**src/rtl/cpu_core_p.sv**
```systemverilog
// cpu_core_p: Hack-style CPU core with page register and MUL/DIV offload; MULDIV_TIMEOUT_EN adds an MD_WAIT watchdog.
// Latency: 1 cycle per instruction, MUL/DIV = unit latency + 2; stall freezes architectural state.
module cpu_core_p #(
    parameter int DATA_W      = 16,
    parameter int PAGE_W      = 14,
    parameter int TIMEOUT_CYC = 64
) (
    input  logic                  clk,
    input  logic                  rst_n,
    input  logic [15:0]           instruction,
    input  logic [DATA_W-1:0]     inM,
    output logic [DATA_W-1:0]     outM,
    output logic                  writeM,
    output logic [PAGE_W-1:0]     addressMH,
    output logic [DATA_W-1:0]     addressML,
    output logic [DATA_W-1:0]     pc,
    output logic [3:0]            flags,
    input  logic                  stall,
    output logic                  alu_valid,
    output logic [DATA_W-1:0]     alu_x,
    output logic [DATA_W-1:0]     alu_y,
    output logic [5:0]            alu_op,
    input  logic [DATA_W-1:0]     alu_result,
    input  logic [3:0]            alu_flags,
    output logic                  md_start,
    output logic [1:0]            md_op,
    output logic [DATA_W-1:0]     md_a,
    output logic [DATA_W-1:0]     md_b,
    input  logic                  md_done,
    input  logic [2*DATA_W-1:0]   md_product,
    input  logic [DATA_W-1:0]     md_quot,
    input  logic [DATA_W-1:0]     md_rem
);

    typedef enum logic [1:0] {S_EXEC, S_MD_WAIT, S_MD_COMMIT} state_t;

    state_t              r_state, w_state_nxt;
    logic [DATA_W-1:0]   r_pc, r_a, r_d, r_md_a, r_md_b, r_res;
    logic [DATA_W-1:0]   w_pc_nxt, w_a_nxt, w_d_nxt, w_md_a_nxt, w_md_b_nxt, w_res_nxt;
    logic [3:0]          r_flags, r_res_flags, w_flags_nxt, w_res_flags_nxt;
    logic [PAGE_W-1:0]   r_page, w_page_nxt;
    logic [1:0]          r_md_op, w_md_op_nxt, w_dec_op;

    logic                w_is_a, w_is_p, w_is_c, w_is_md;
    logic                w_commit, w_md_start, w_alu_valid, w_jump, w_md_v, w_start_o;
    logic [DATA_W-1:0]   w_cval, w_md_r, w_pc_inc;
    logic [3:0]          w_cflags, w_md_flags;

`ifdef MULDIV_TIMEOUT_EN
    localparam int CNT_W = $clog2(TIMEOUT_CYC + 1);
    logic [CNT_W-1:0]    r_cnt;
`endif

    assign w_is_a   = ~instruction[15];
    assign w_is_p   = instruction[15] & instruction[14];
    assign w_is_c   = instruction[15] & ~instruction[14];
    assign w_pc_inc = r_pc + DATA_W'(1);

    always_comb begin
        w_is_md  = w_is_c;
        w_dec_op = 2'b00;
        case (instruction[11:6])
            6'b010100: w_dec_op = 2'b00;
            6'b010101: w_dec_op = 2'b01;
            6'b010110: w_dec_op = 2'b10;
            default:   w_is_md  = 1'b0;
        endcase
    end

    // Divide overflow is reported for a zero divisor, multiply overflow when the high half is not a sign extension.
    always_comb begin
        w_md_r = md_quot;
        w_md_v = (r_md_b == '0);
        case (r_md_op)
            2'b00: begin
                w_md_r = md_product[DATA_W-1:0];
                w_md_v = (md_product[2*DATA_W-1:DATA_W] != {DATA_W{md_product[DATA_W-1]}});
            end
            2'b10:   w_md_r = md_rem;
            default: w_md_r = md_quot;
        endcase
    end

    assign w_md_flags = {1'b0, w_md_r[DATA_W-1], (w_md_r == '0), w_md_v};

    always_comb begin
        w_cval   = alu_result;
        w_cflags = alu_flags;
        if (r_state == S_MD_COMMIT) begin
            w_cval   = r_res;
            w_cflags = r_res_flags;
        end
    end

    assign w_jump = (instruction[2] & w_cflags[2]) |
                    (instruction[1] & w_cflags[1]) |
                    (instruction[0] & ~w_cflags[2] & ~w_cflags[1]);

    always_comb begin
        w_state_nxt     = r_state;
        w_pc_nxt        = r_pc;
        w_a_nxt         = r_a;
        w_d_nxt         = r_d;
        w_flags_nxt     = r_flags;
        w_page_nxt      = r_page;
        w_md_op_nxt     = r_md_op;
        w_md_a_nxt      = r_md_a;
        w_md_b_nxt      = r_md_b;
        w_res_nxt       = r_res;
        w_res_flags_nxt = r_res_flags;
        w_commit        = 1'b0;
        w_md_start      = 1'b0;
        w_alu_valid     = 1'b0;
        case (r_state)
            S_EXEC: begin
                if (!stall) begin
                    if (w_is_a) begin
                        w_a_nxt  = DATA_W'(instruction[14:0]);
                        w_pc_nxt = w_pc_inc;
                    end else if (w_is_p) begin
                        w_page_nxt = PAGE_W'(instruction[13:0]);
                        w_pc_nxt   = w_pc_inc;
                    end else if (w_is_md) begin
                        w_md_start  = 1'b1;
                        w_md_op_nxt = w_dec_op;
                        w_md_a_nxt  = r_d;
                        w_md_b_nxt  = r_a;
                        w_state_nxt = S_MD_WAIT;
                    end else begin
                        w_alu_valid = 1'b1;
                        w_commit    = 1'b1;
                    end
                end
            end
            // md_done is taken even under stall; the commit itself waits for !stall.
            S_MD_WAIT: begin
                if (md_done) begin
                    w_res_nxt       = w_md_r;
                    w_res_flags_nxt = w_md_flags;
                    w_state_nxt     = S_MD_COMMIT;
                end
`ifdef MULDIV_TIMEOUT_EN
                else if (r_cnt == CNT_W'(TIMEOUT_CYC - 1)) begin
                    w_res_nxt       = '0;
                    w_res_flags_nxt = 4'b0011;
                    w_state_nxt     = S_MD_COMMIT;
                end
`endif
            end
            S_MD_COMMIT: begin
                if (!stall) begin
                    w_commit    = 1'b1;
                    w_state_nxt = S_EXEC;
                end
            end
            default: w_state_nxt = S_EXEC;
        endcase
        // Jump target and M address both use the A value from before this commit.
        if (w_commit) begin
            if (instruction[5]) w_a_nxt = w_cval;
            if (instruction[4]) w_d_nxt = w_cval;
            w_flags_nxt = w_cflags;
            w_pc_nxt    = w_jump ? r_a : w_pc_inc;
        end
    end

    always_ff @(posedge clk or negedge rst_n) begin
        if (!rst_n) begin
            r_state     <= S_EXEC;
            r_pc        <= '0;
            r_a         <= '0;
            r_d         <= '0;
            r_flags     <= '0;
            r_page      <= '0;
            r_md_op     <= '0;
            r_md_a      <= '0;
            r_md_b      <= '0;
            r_res       <= '0;
            r_res_flags <= '0;
        end else begin
            r_state     <= w_state_nxt;
            r_pc        <= w_pc_nxt;
            r_a         <= w_a_nxt;
            r_d         <= w_d_nxt;
            r_flags     <= w_flags_nxt;
            r_page      <= w_page_nxt;
            r_md_op     <= w_md_op_nxt;
            r_md_a      <= w_md_a_nxt;
            r_md_b      <= w_md_b_nxt;
            r_res       <= w_res_nxt;
            r_res_flags <= w_res_flags_nxt;
        end
    end

`ifdef MULDIV_TIMEOUT_EN
    always_ff @(posedge clk or negedge rst_n) begin
        if (!rst_n) begin
            r_cnt <= '0;
        end else if (r_state == S_MD_WAIT) begin
            r_cnt <= r_cnt + CNT_W'(1);
        end else begin
            r_cnt <= '0;
        end
    end
`endif

    // Operands are shown live during the start pulse and from the registered copy afterwards.
    assign w_start_o = rst_n & w_md_start;
    assign md_start  = w_start_o;
    assign md_op     = w_start_o ? w_dec_op : r_md_op;
    assign md_a      = w_start_o ? r_d : r_md_a;
    assign md_b      = w_start_o ? r_a : r_md_b;

    assign outM      = w_cval;
    assign writeM    = rst_n & w_commit & instruction[3];
    assign addressMH = r_page;
    assign addressML = r_a;
    assign pc        = r_pc;
    assign flags     = r_flags;
    assign alu_valid = rst_n & w_alu_valid;
    assign alu_x     = r_d;
    assign alu_y     = instruction[12] ? inM : r_a;
    assign alu_op    = instruction[11:6];

endmodule
```
**config.mk**
```make
export PLATFORM = sky130hd
export DESIGN_NAME = cpu_core_p
export DESIGN_NICKNAME = d
export VERILOG_FILES = /design/src/rtl/cpu_core_p.sv
export SDC_FILE = /design/constraint.sdc
export NUM_CORES = 1
export LEC_CHECK = 0
export CAP_MARGIN = 20
export CORE_AREA = 8 8 132 134
export DETAILED_ROUTE_END_ITERATION = 10
export DIE_AREA = 0 0 140 142
export PLACE_DENSITY = 0.78
export SYNTH_ARGS = -nofsm -noshare
export SYNTH_HDL_FRONTEND = slang
export SYNTH_SLANG_ARGS = --single-unit
```
**constraint.sdc**
```tcl
create_clock -name clk -period 2.4 [get_ports clk]
set_input_delay 0.48 -clock clk [delete_from_list [all_inputs] [get_ports clk]]
set_output_delay 0.48 -clock clk [all_outputs]
set_load 0.02 [all_outputs]
```
# [Yosys cells after proc, flatten, opt, wreduce, memory -nomap -nowiden]
# Index checks and enable logic that the tools add are counted.
[totals] input_bits=120 ff_bits=121 output_inout_bits=141 wordCells=96
[classes] reduce_logical=12 n_addsub=1 n_mux=40 bitwise_logic=17 n_eq_ne=15
[op_table] cell="two-way mux 16 bit" n=15
[op_table] cell="logical NOT 16 bit" n=2
[op_table] cell="one-hot mux 16 bit (2 select lines)" n=1
[op_table] cell="equality test 6 x 5 -> 1 bit, second input constant" n=3
[op_table] cell="adder 16 x 1 -> 16 bit, second input constant" n=1
[op_table] cell="!= test 16 bit" n=1
[op_table] cell="two-way mux 2 bit" n=7
[op_table] cell="two-way mux 1 bit" n=13
[op_table] cell="!= test 2 bit, second input constant" n=6
[op_table] cell="AND 1 bit" n=10
[op_table] cell="one-hot mux 2 bit (3 select lines)" n=1
[op_table] cell="AND reduction 6 bit" n=1
[op_table] cell="inverter 1 bit" n=5
[op_table] cell="AND reduction 5 bit" n=1
[op_table] cell="equality test 2 bit, second input constant" n=2
[op_table] cell="logical NOT 2 bit" n=2
[op_table] cell="two-way mux 4 bit" n=1
[op_table] cell="one-hot mux 2 bit (2 select lines)" n=1
[op_table] cell="AND reduction 2 bit" n=2
[op_table] cell="AND reduction 4 bit" n=1
[op_table] cell="!= test 3 x 1 -> 1 bit, second input constant" n=1
[op_table] cell="AND reduction 3 bit" n=1
[op_table] cell="OR reduction 3 bit" n=1
[op_table] cell="equality test 2 x 1 -> 1 bit, second input constant" n=1
[op_table] cell="4 further kinds" n=5

# [Depth between registers and ports, before layout]
# Gate-level depths: netlist of the first run.
[depth] ltp_word=10 ltp_mapped=10 depth_no_buf=6

# [Worst setup path after synthesis of the first run]
# Ideal clock, no wire load.
[synth_timing] kind="input port to output port" start="input instruction[11]" end="output md_op[0]" n_path_buf=2 cell_stages=6 arrival_time_ns=2.045 path_slack_ns=-0.125 t_required_ns=1.920 path_cell_list="nand4bb_1 -> nor3_1 -> nand3_1 -> buf_2 -> clkbuf_1 -> o21ai_0"
[synth_between] elab_chain_len=10 elab_cells_between_ends=13 classes_between="3 x eq/ne; 8 x mux; 1 x bitwise; 1 x reduce/logical"
[synth_rtl] element="start: declaration" line_no="10" rtl="input logic [15:0] instruction,"
[synth_rtl] element="equality test 6 x 5 -> 1 bit" line_no="62" rtl="case (instruction[11:6])"
[synth_rtl] element="OR reduction 3 bit (no source line)"
[synth_rtl] element="two-way mux 1 bit" line_no="62"
[synth_rtl] element="two-way mux 1 bit" line_no="123" rtl="end else if (w_is_md) begin"
[synth_rtl] element="two-way mux 1 bit" line_no="120" rtl="end else if (w_is_p) begin"
[synth_rtl] element="two-way mux 1 bit" line_no="117" rtl="if (w_is_a) begin"
[synth_rtl] element="two-way mux 1 bit" line_no="116" rtl="if (!stall) begin"
[synth_rtl] element="two-way mux 1 bit" line_no="114" rtl="case (r_state)"
[synth_rtl] element="AND 1 bit" line_no="208" rtl="assign w_start_o = rst_n & w_md_start;"
[synth_rtl] element="two-way mux 2 bit *" line_no="210" rtl="assign md_op = w_start_o ? w_dec_op : r_md_op;"
[synth_rtl] element="end: declaration" line_no="26" rtl="output logic [1:0] md_op,"
# Mark *: on every way between the ends. The rest lies on a longest branch, timed or not.

# [Final worst setup path of the first run]
[layout_timing] start="register r_state[1]" end="output md_a[15]"
[layout_between] elab_chain_len=4
[layout_rtl] element="start: declaration" line_no="37" rtl="state_t r_state, w_state_nxt;"
[layout_rtl] element="start signal: assignment" line_no="181" rtl="r_state <= w_state_nxt;"
[layout_rtl] element="logical NOT 2 bit" line_no="114"
[layout_rtl] element="two-way mux 1 bit" line_no="114"
[layout_rtl] element="AND 1 bit" line_no="208"
[layout_rtl] element="two-way mux 16 bit" line_no="211" rtl="assign md_a = w_start_o ? r_d : r_md_a;"
[layout_rtl] element="end: declaration" line_no="27" rtl="output logic [DATA_W-1:0] md_a,"
# Every way passes these cells.

==> results of run 1 <==
==> how the worst max path moves through the flow <==
| stage | cells after the start | startpoint | endpoint |
|---|---|---|---|
| after CTS | 8 | r_state[0]$_DFFE_PN0P_ | md_a[4] |
| final | 8 | r_state[1]$_DFFE_PN0P_ | md_a[15] |
| after global routing | 8 | r_state[1]$_DFFE_PN0P_ | md_b[8] |
| after floorplan | 6 | instruction[11] | md_op[0] |
| after detailed placement | 7 | instruction[11] | md_a[2] |
| after global placement | 7 | instruction[9] | md_a[6] |
==> repair_timing <==
item,4_1_cts,5_1_grt
setup endpoints to repair,69,69
gates resized for setup,294,80
buffers inserted,19,9
cloned,3,3
pin swaps,6,10
==> layout make-up <==
cell class / instances / area share, %
clock buffers: 20 / 4.00
clock inverters: 10 / 0.941
inverters: 21 / 0.705
multi-input cells: 446 / 32.4
flip-flops and latches: 120 / 26.9
well taps: 192 / 2.15
repair buffers: 372 / 33.0
==> registers in the layout, summed over array words and instances, names as in the netlist, 4 cells and up <==
register / cells
r_md_b: 16
alu_x: 16
addressMH: 14
r_md_a: 16
addressML: 16
r_res: 16
pc: 16
flags: 4
==> layer usage <==
metal | vias to the layer above | track usage, %
met5 | - | 0
met4 | 0 | 12.7
met3 | 72 | 5.90
met2 | 308 | 42.4
met1 | 3118 | 27.8
li1 | 2991 | -
==> synth_stat cells, types with 6 or more instances <==
| library cell | number | area, µm² |
|---|---|---|
| a21oi_1 | 18 | 90.1 |
| and2_1 | 7 | 43.8 |
| and3_1 | 6 | 37.5 |
| buf_2 | 11 | 55.1 |
| buf_4 | 8 | 60.1 |
| clkbuf_1 | 20 | 75.1 |
| dfrtp_1 | 120 | 3000 |
| inv_1 | 21 | 78.8 |
| mux2_2 | 108 | 1220 |
| mux2i_1 | 48 | 480 |
| nand2_1 | 82 | 308 |
| nand3_1 | 6 | 30.0 |
| nand4_1 | 11 | 68.8 |
| nor2_1 | 22 | 82.6 |
| nor3_1 | 9 | 45.0 |
| nor4_1 | 11 | 68.8 |
| o211ai_1 | 6 | 45.0 |
| o211ai_2 | 10 | 125 |
| o21ai_0 | 52 | 260 |
| o22ai_1 | 11 | 68.8 |
==> power by group through the flow <==
stage	Sequential [µW]	Combinational (µW)	Clock (µW)
CTS	2720	2260	2440
global placement	2740	2230	0
floorplan	2860	807	0
finish	2740	2340	2420
detailed placement	2740	2260	0
global route	2790	2480	2530
==> through the flow <==
stage	TNS, ps	area [µm²]	utilization [%]
6_report	-5370	11200	72.4
5_1_grt	-7210	11200	72.4
4_1_cts	-3640	10800	70.2
3_5_place_dp	-33820	9970	64.6
3_3_place_gp	-32430	9970	64.6
2_1_floorplan	-478	6630	-
==> worst max-delay path, delay by kind of cell (launching register included) <==
kind | cells | cell delay [ps]
AND/OR/NAND/NOR | 2 | 290
multiplexers | 1 | 280
buffers and inverters | 5 | 730
flip-flops | 1 | 400
==> cells by family after synthesis <==
family / count (synthesis)
adder cells (fa/ha/maj): 1
flip-flops: 120
AND/OR/NAND/NOR: 175
buffers and inverters: 66
multiplexers: 156
AO/OA/AOI/OAI: 114
==> qor.csv, run 1 <==
metric,value,unit
p_int,5080,µW
synth.lib_cells_used.distinct,47,
highest_routed_layer,met4,
design.final.nets,1099,
syn-cell-area,6630,µm²
synthXorXnorAreaFrac,0,%
setup-violations-final,41,
unrepaired_setup_endpoints_after_global_routing,true,
power.share.clock,32.3,%
power_density,671,nW/µm²
power.share.switching,32.3,%
cts.sinks,120,
synth_seq_area_share,45.3,%
reg2reg_slack,-50,ps
path_cells,buf_6 -> nor3_4 -> buf_6 -> nand3_4 -> buf_12 -> clkbuf_16 -> mux2_2 -> buf_6,
floorplan.die.height,142,µm
cap_violations,0,
clock_tree.htree_level_count,4,
boundaryPins,261,
port_buffers,260,
synth.net_count,753,
drt_iter0_drc,468,
synth-compound-area-share,11.3,%
tritoncts,built,
outcome,"complete, but fails checks",
ant_nets,0,
clk_path_buf_depth,2,
max_clock_freq,384,MHz
report.final.slew_viol_count,0,
dieArea,19900,µm²
detailroute.via_count,6489,
ir_drop,0.512,mV
drtPass1Iterations,5,
layout.cells.non_filler,1181,
placedCellCount,1118,
multi_input_comb_area,3620,µm²
synthToLayoutAreaGrowth,68.5,%
synth_async_sr_flop_share,100,%
diodes,0,
drt_wl_total,25700,µm
grt_max_degree,114,
cts-buffers-inserted,17,
largest_family_of_logic_cells_by_synthesized_area,multiplexers,
clock_slew_seen_by_the_registers_of_the_worst_setup_and_hold_paths,50,ps
seq_area,3000,µm²
layout_cells_sized_above_1,35.3,%
cpMostUsedCell,buf_6,
yosys.area_share.adder,0.189,%
m1WireLength,9700,µm
critical_path_rt,1920,ps
worstReg2RegStart,r_state[1]$_DFFE_PN0P_,
post_synth_inst_count,632,
post-place-ws,-791,ps
postCtsHoldBufs,0,
antenna_violations_before_repair,0,
track_usage,24.5,%
tightestPinTransition,613,ps
row_count,46,
finalHoldViolCount,0,
worstSkewPairLatency,410,ps
synth_flop_cell,dfrtp_1,
timing.rr.end,pc[10]$_DFFE_PN0P_,
filler_cell_count,1110,
routed_wire_length_per_instance,21.7,µm
post-route-drc-count,0,
start_util,43.0,%
net-switching-power,2430,µW
clock-skew-final,6.28,ps
synth_seq_cells,120,
violations_in_the_final_reports,negative setup slack,
power.sequential.fraction,36.6,%
clockRootBuffer,clkbuf_16,
met2_length,13200,µm
setup.worst_path.class,register to primary output,
shortest_clock_period_the_worst_path_allows_after_layout,2610,ps
slew_headroom,59.1,%
type_of_origin_of_the_critical_path,register,
place_congestion,0.871,
holdCritPathClass,input pin to async pin,
grt_pass1_vias,6640,
met3_wirelength,1730,µm
layout.cells.most_common_list,"clkdlybuf4s50_1, dfrtp_1, mux2_2",
finalHoldWorstSlack,60.9,ps
syn_avg_cell_area,10.5,µm²
worstSetupEndpointType,primary output,
post_synth_mux_area_share,25.6,%
number_of_warnings_issued_by_yosys,0,
timing.critical_path.fanout_max,4,
synth_enable_flop_cells,0,
layout_commonest_cell,clkdlybuf4s50_1,
power.static_leakage,0.00497,µW
cp_slowest_cell,dfrtp_1,
post-layout-total-power,7500,µW
postLayoutSetupSlackWorst,-207,ps
reg2reg_depth,11,
grt_pass1_wl,37700,µm
worst_path_largest_cell_delay,400,ps
combPwrFrac,31.2,%
dpl.hpwl,18100,µm
period_share,109,%
critPathArrivalTime,2130,ps
fp.dieW,140,µm
fp.coreArea,15400,µm²
vias_per_cell,5.49,
grt_overflow,0,
synthSimpleGateAreaFrac,12.8,%
(Power assumes the default switching activity.)
==> inputs of run 2 (changes only) <==
--- a/config.mk
+++ b/config.mk
@@ -5,7 +5,6 @@
 export SDC_FILE = /design/constraint.sdc
 export NUM_CORES = 1
 export LEC_CHECK = 0
-export CAP_MARGIN = 20
 export CORE_AREA = 8 8 132 134
 export DETAILED_ROUTE_END_ITERATION = 10
 export DIE_AREA = 0 0 140 142
@@ -13,3 +12,4 @@
 export SYNTH_ARGS = -nofsm -noshare
 export SYNTH_HDL_FRONTEND = slang
 export SYNTH_SLANG_ARGS = --single-unit
+export TNS_END_PERCENT = 30
==> qor.csv, run 2 (synthesized netlist as in run 1, its figures left out) <==
metric,value,unit,change
cpMostUsedCell,buf_6,,unchanged
postCtsHoldBufs,0,,unchanged
start_util,43.0,%,unchanged
diodes,0,,unchanged
timing.rr.end,pc[10]$_DFFE_PN0P_,,unchanged
clock-skew-final,10.2,ps,was 6.28 ps
layout_commonest_cell,clkdlybuf4s50_1,,unchanged
dieArea,19900,µm²,unchanged
dpl.hpwl,18100,µm,unchanged
layout.cells.most_common_list,"clkdlybuf4s50_1, dfrtp_1, mux2_2",,unchanged
power.static_leakage,0.00479,µW,was 0.00497 µW
floorplan.die.height,142,µm,unchanged
grt_pass1_wl,36700,µm,was 37700 µm
max_clock_freq,398,MHz,was 384 MHz
post-route-drc-count,0,,unchanged
period_share,105,%,was 109%
report.final.slew_viol_count,0,,unchanged
critPathArrivalTime,2030,ps,was 2130 ps
place_congestion,0.871,,unchanged
grt_pass1_vias,6452,,was 6640
cap_violations,0,,unchanged
shortest_clock_period_the_worst_path_allows_after_layout,2510,ps,was 2610 ps
clk_path_buf_depth,2,,unchanged
cp_slowest_cell,dfrtp_1,,unchanged
worst_path_largest_cell_delay,410,ps,was 400 ps
post-place-ws,-791,ps,unchanged
type_of_origin_of_the_critical_path,register,,unchanged
layout.cells.non_filler,1158,,was 1181
placedCellCount,1118,,unchanged
worstReg2RegStart,r_state[0]$_DFFE_PN0P_,,was r_state[1]$_DFFE_PN0P_
postLayoutSetupSlackWorst,-115,ps,was -207 ps
grt_overflow,0,,unchanged
reg2reg_slack,60,ps,was -50 ps
ant_nets,0,,unchanged
design.final.nets,1076,,was 1099
critPathTopFamily,buffers and inverters,,unchanged
port_buffers,260,,unchanged
track_usage,23.9,%,was 24.5%
worstPathBufferInverterCount,5,,unchanged
row_count,46,,unchanged
layout_cells_sized_above_1,32.7,%,was 35.3%
worstSetupEndpointType,primary output,,unchanged
reg2reg_depth,9,,was 11
clock_tree.htree_level_count,4,,unchanged
holdCritPathClass,input pin to async pin,,unchanged
stdcell_area,10700,µm²,was 11200 µm²
timing.critical_path.fanout_max,8,,was 4
synthToLayoutAreaGrowth,60.9,%,was 68.5%
grt_max_degree,114,,unchanged
setup.worst_path.class,register to primary output,,unchanged
clockRootBuffer,clkbuf_16,,unchanged
tightestPinTransition,613,ps,about the same
detailroute.via_count,6285,,was 6489
tritoncts,built,,unchanged
violations_in_the_final_reports,negative setup slack,,unchanged
routed_wire_length_per_instance,20.9,µm,was 21.7 µm
unrepaired_setup_endpoints_after_global_routing,true,,unchanged
antenna_violations_before_repair,0,,unchanged
drt_iter0_drc,383,,was 468
critical_path_rt,1920,ps,about the same
detailed_place.area,9970,µm²,unchanged
fp.coreArea,15400,µm²,unchanged
worstSkewPairLatency,410,ps,about the same
boundaryPins,261,,unchanged
finalHoldViolCount,0,,unchanged
drtPass1Iterations,5,,unchanged
cts-buffers-inserted,17,,unchanged
setup-violations-final,34,,was 41
vias_per_cell,5.43,,was 5.49
drt_wl_total,24200,µm,was 25700 µm
outcome,"complete, but fails checks",,unchanged
clock_slew_seen_by_the_registers_of_the_worst_setup_and_hold_paths,50,ps,about the same
slew_headroom,59.1,%,about the same
cts.sinks,120,,unchanged
filler_cell_count,1191,,was 1110
fp.dieW,140,µm,unchanged
ir_drop,0.507,mV,was 0.512 mV
power_density,692,nW/µm²,was 671 nW/µm²
path_cells,buf_6 -> nor3_4 -> buf_6 -> nand3_4 -> buf_12 -> buf_16 -> mux2_4 -> buf_6,,was buf_6 -> nor3_4 -> buf_6 -> nand3_4 -> buf_12 -> clkbuf_16 -> mux2_2 -> buf_6
[run 2: repair_timing]
item                                    4_1_cts  5_1_grt
cloned                                        2        0
resized for setup                           249       43
endpoints found under the setup margin       69       52
setup buffers                                 6        2
hold endpoints to repair                      0        0
pin swaps                                     4        1
[run 2: worst max path at each step]
stage                           to  depth (start not counted)                   start  slack, ps
after floorplan           md_op[0]                          6         instruction[11]       -120
after global placement     md_a[6]                          7          instruction[9]       -740
after detailed placement   md_a[2]                          7         instruction[11]       -790
after CTS                  md_a[3]                          8  r_state[1]$_DFFE_PN0P_       -120
after global routing       md_b[8]                          8  r_state[1]$_DFFE_PN0P_       -170
final                      md_a[1]                          8  r_state[1]$_DFFE_PN0P_       -110
[run 2: worst reg2reg max path: stages (launching register included)]
cell and delay (ps):
dfrtp_2 460, nor2b_4 180, buf_4 150, mux2_2 330
a222oi_1 390, buf_4 200, or2_1 140, buf_12 160
buf_12 120, o211ai_2 80
[run 2: cell type report]
type	instances	area, µm²	area share [%]
Timing Repair Buffer	349	3320	31.1
Tap cell	192	240	2.25
Multi-Input combinational cell	446	3470	32.5
Clock buffer	20	447	4.19
Sequential cell	120	3000	28.2
Clock inverter	10	105	0.985
Inverter	21	78.8	0.739
[run 2: through the flow]
stage	utilization (%)	hold WS [ps]	setup TNS, ps	total power, µW
floorplan	-	184	-478	3670
global placement	64.6	460	-32430	4960
detailed placement	64.6	462	-33820	5010
CTS	68.6	43.9	-1770	7380
global route	69.2	47.9	-4170	7680
finish	69.2	52.3	-1790	7380
[run 2: layer usage]
metal	GRT usage [%]	vias to the layer above	routed length, µm
met5	0	-	0
met4	9.20	0	813
met3	5.84	56	1430
met2	42.0	252	12400
met1	27.6	3036	9520
li1	-	2941	-
[run 2: where the power goes]
part	total, µW	internal (µW)	switching, µW
clock	2410	1530	886
combinational	2240	1140	1100
sequential	2730	2340	390
total	7380	5010	2370
==> RTL change 1: new RTL, config.mk and constraints of run 2 <==
Build with the macro `MULDIV_TIMEOUT_EN` defined.
--- a/src/rtl/cpu_core_p.sv
+++ b/src/rtl/cpu_core_p.sv
@@ -1,4 +1,6 @@
 // cpu_core_p: Hack-style CPU core with page register and MUL/DIV offload; MULDIV_TIMEOUT_EN adds an MD_WAIT watchdog.
 // Latency: 1 cycle per instruction, MUL/DIV = unit latency + 2; stall freezes architectural state.
+`define MULDIV_TIMEOUT_EN
+
 module cpu_core_p #(
     parameter int DATA_W      = 16,
Check against the original RTL: not settled (the Yosys comparison gave no result); the edit may change what the design does.
==> RTL change 1 against run 2 <==
- the run still ends with setup timing left
- fmax down 2.5%
- setup slack got worse by 64 ps
- highest routed layer is now met5
- area after synthesis is 1.7% higher
- sequential cell count rose by 7
- wire length up 11%
- critical path type unchanged
- design area up 5.9%
- sequential share of layout area about the same
- power increased by 12%
==> RTL change 1: results (changes against run 2) <==
Routed WL -> 26700 um (+11%)
drt first pass iters -> 7 (+2)
fillers -> 1077 (-9.6%)
worst slew pin tran -> 677 ps (+63.8 ps)
total CTS buffers -> 17 (unchanged)
Global Route Usage Sum -> 26.3% (+2.5 points)
pin count of the biggest net entering global routing -> 129 (+13%)
DP Area -> 10100 sq um (+1.1%)
initial antenna violation count -> 1 (+1)
1st-iter DRT viols -> 464 (+21%)
M3 GR Usage -> 8.08% (+2.2 points)
Setup Skew -> 7.11 ps (-3.12 ps)
VDD IR max -> 660 uV (+30%)
Worst EP arrival -> 2100 ps (+70 ps)
worst-skew pair later-pin latency -> 430 ps (+20 ps)
top sig layer -> met5
hold_ws -> 311 ps (+258 ps)
R2R depth -> 11 (+2)
CP max-delay cell -> dfrtp_1
Seq/Total Area, Yosys -> 47.1% (+1.8 points)
clk buf depth -> 2 (unchanged)
WL met2 -> 13600 um (+9.5%)
final net count -> 1172 (+8.9%)
Sequential Power Share -> 36.5% (-0.5 points)
failing checks -> setup timing
Leakage -> 5.18 nW (+8.1%)
clk root buf -> clkbuf_16
post-synth cell types -> 54 (+15%)
via density per instance -> 5.55 (+2.2%)
vias in the first global route -> 7232 (+12%)
TNS Setup -> -5470 ps (-3680 ps)
top-count cell post-synth -> nand2_1
final setup fails -> 52 (+53%)
gp weighted congestion -> 0.870 (-0.17%)
clk pwr -> 2.84 mW (+18%)
critical-path maximum fanout -> 6 (-2)
first-pass GRT wire length -> 40400 um (+9.9%)
share of post-route cells with drive strength above 1 -> 29.8% (-2.9 points)
Synth async-reset ratio -> 100% (unchanged)
Place WS -> -792 ps (-0.691 ps)
Sw Pwr -> 2.64 mW (+11%)
post-DP HPWL -> 18700 um (+3.2%)
Synth Net Count -> 839 (+11%)
top post-synthesis cells by count -> 164 x nand2_1, 127 x dfrtp_1, 62 x mux2_2, 54 x mux2i_1, 48 x o21ai_0
Worst R2R End -> pc[14]
status -> complete, but fails checks
Max stage delay on crit path -> 430 ps (+20 ps)
r2r setup slk -> -50 ps (-110 ps)
H-tree levels -> 4 (unchanged)
Worst setup endpoint -> md_b[10]
GR met2 Demand/Resource -> 46.0% (+4.0 points)
met1 wire length -> 10100 um (+6.2%)
register clock-pin slew on the reported worst setup and hold paths -> 60 ps
met1 usage -> 29.3% (+1.7 points)
wire length on met3 -> 2010 um (+40%)
count of input and output buffers -> 260 (unchanged)
synth top area cells -> dfrtp_1 47%, mux2_2 10%, nand2_1 9.1%
final critical-path setup slack -> -178 ps (-63.7 ps)
-- RTL change 1: changes by cell type after synthesis, sizes merged, moves of 4 or more --
cell / delta
mux2i: +7
o22ai: -8
a22oi: +4
a311oi: +4
nor2: +22
o211ai: -15
and2: -6
nor3: -4
dfrtp: +7
nand3: +18
nand2: +82
a21oi: +19
mux2: -46
-- RTL change 1: per-stage QoR --
stage / util, % / power [mW] / instances
2_1_floorplan: - / 3.91 / 717
3_3_place_gp: 65.3 / 5.29 / 1206
3_5_place_dp: 65.3 / 5.35 / 1206
4_1_cts: 71.9 / 8.22 / 1251
5_1_grt: 73.3 / 8.58 / 1255
6_report: 73.3 / 8.27 / 1256
-- RTL change 1: logic make-up after synthesis --
group	Yosys count	synth area share, %
AOI/OAI and AO/OA	115	9.96
xor gates and xnor gates	4	0.519
adders and majority gates	2	0.371
buffers and inverters	69	4.84
DFF	127	47.1
muxes	117	18.7
and+or+nand+nor	283	18.5
-- RTL change 1: repair_timing --
| action | in CTS | in global routing |
|---|---|---|
| pin swaps | 9 | 19 |
| cloned | 4 | 3 |
| endpoints found under the hold margin | 0 | 0 |
| hold buffers | 0 | 0 |
| setup buffers | 10 | 1 |
| setup endpoints to repair | 69 | 68 |
| gates resized for setup | 341 | 52 |
-- RTL change 1: layout make-up --
| cell class | count | area [sq um] | share of cell area [%] |
|---|---|---|---|
| Antenna cell | 1 | 2.50 | 0.0221 |
| Clock buffer | 21 | 460 | 4.07 |
| Clock inverter | 11 | 186 | 1.65 |
| Inverter | 24 | 103 | 0.908 |
| Multi-Input combinational cell | 521 | 3530 | 31.2 |
| Sequential cell | 127 | 3180 | 28.1 |
| Tap cell | 192 | 240 | 2.13 |
| Timing Repair Buffer | 359 | 3600 | 31.9 |
==> RTL change 2: new RTL, settings of run 2 <==
Without the edit above. Put one more register stage on the output `flags`, cleared by the reset. The value now appears one clock later. The other outputs are not delayed to match.
--- a/src/rtl/cpu_core_p.sv
+++ b/src/rtl/cpu_core_p.sv
@@ -217,5 +217,11 @@
     assign addressML = r_a;
     assign pc        = r_pc;
-    assign flags     = r_flags;
+    always_ff @(posedge clk or negedge rst_n) begin
+        if (!rst_n) begin
+            flags <= '0;
+        end else begin
+            flags <= r_flags;
+        end
+    end
     assign alu_valid = rst_n & w_alu_valid;
     assign alu_x     = r_d;
Behaviour: not the same (a bounded check fails within 4 cycles, from zero or initial values and one cycle with rst_n low).
==> RTL change 2 against run 2 <==
- the run still ends with setup timing left
- clock power is 16% higher
- setup slack got worse by 170 ps
- area after synthesis is 0.53% higher
- power increased by 13%
- wire length is 1.9% higher
- design area up 0.69%
- sequential cell count is 4 higher
- non-clock buffer count fell by 5
==> RTL change 2: results (changes against run 2) <==
multiplexer share of the synthesized area -> 25.8% (+0.26 points)
Worst setup endpoint -> md_a[14]
final setup fails -> 50 (+47%)
initial antenna violation count -> 1 (+1)
Worst EP arrival -> 2210 ps (+180 ps)
top cell type's share of synthesized area -> 46.5% (+1.3 points)
Rel. slew slack -> 46.3% (-13 points)
status -> complete, but fails checks
failing checks -> setup timing
TNS Setup -> -10550 ps (-8760 ps)
XOR/XNOR share of the synthesized area -> 0.263% (+0.26 points)
synth top area cells -> dfrtp_1 47%, mux2_2 18%, mux2i_1 7.2%
1st-iter DRT viols -> 503 (+31%)
M3 GR Usage -> 7.04% (+1.2 points)
top sig layer -> met5
met1 usage -> 27.8% (+0.26 points)
Seq/Total Area, Yosys -> 46.5% (+1.3 points)
met1 wire length -> 9360 um (-1.7%)
Vias -> 6359 (+1.2%)
postcts setup bufs -> 1 (-5)
final critical-path setup slack -> -289 ps (-174 ps)
wire length on met3 -> 1820 um (+27%)
DP Area -> 9990 sq um (+0.19%)
Global Route Usage Sum -> 25.1% (+1.2 points)
pin count of the biggest net entering global routing -> 64 (-44%)
Worst R2R End -> pc[11]
RTL change 2: changes by cell type after synthesis, sizes merged, moves of 4 or more:
cell	run 2	this run
nand2	82	74
nor2	22	30
dfrtp	120	124
o211ai	16	9
nand3	6	13
RTL change 2: final cells by class:
class | count | share of cell area, %
inverter | 23 | 0.827
timing repair buffer | 344 | 30.9
sequential | 124 | 28.9
clock buffer | 25 | 4.80
clock inverter | 6 | 1.21
tap | 192 | 2.24
multi-input combinational | 448 | 31.2
RTL change 2: power groups by stage:
| stage | clock, mW | combinational (mW) | sequential [mW] |
|---|---|---|---|
| finish | 2.79 | 2.63 | 2.96 |
| global route | 2.93 | 2.80 | 3.01 |
| CTS | 2.82 | 2.62 | 2.95 |
| detailed placement | 0 | 2.66 | 2.97 |
| global placement | 0 | 2.61 | 2.95 |
| floorplan | 0 | 0.994 | 3.13 |
RTL change 2: critical path, delay by kind of cell:
family / cells / cell delay (ps)
buffers and inverters: 4 / 1020
and+or+nand+nor: 2 / 390
muxes: 1 / 320
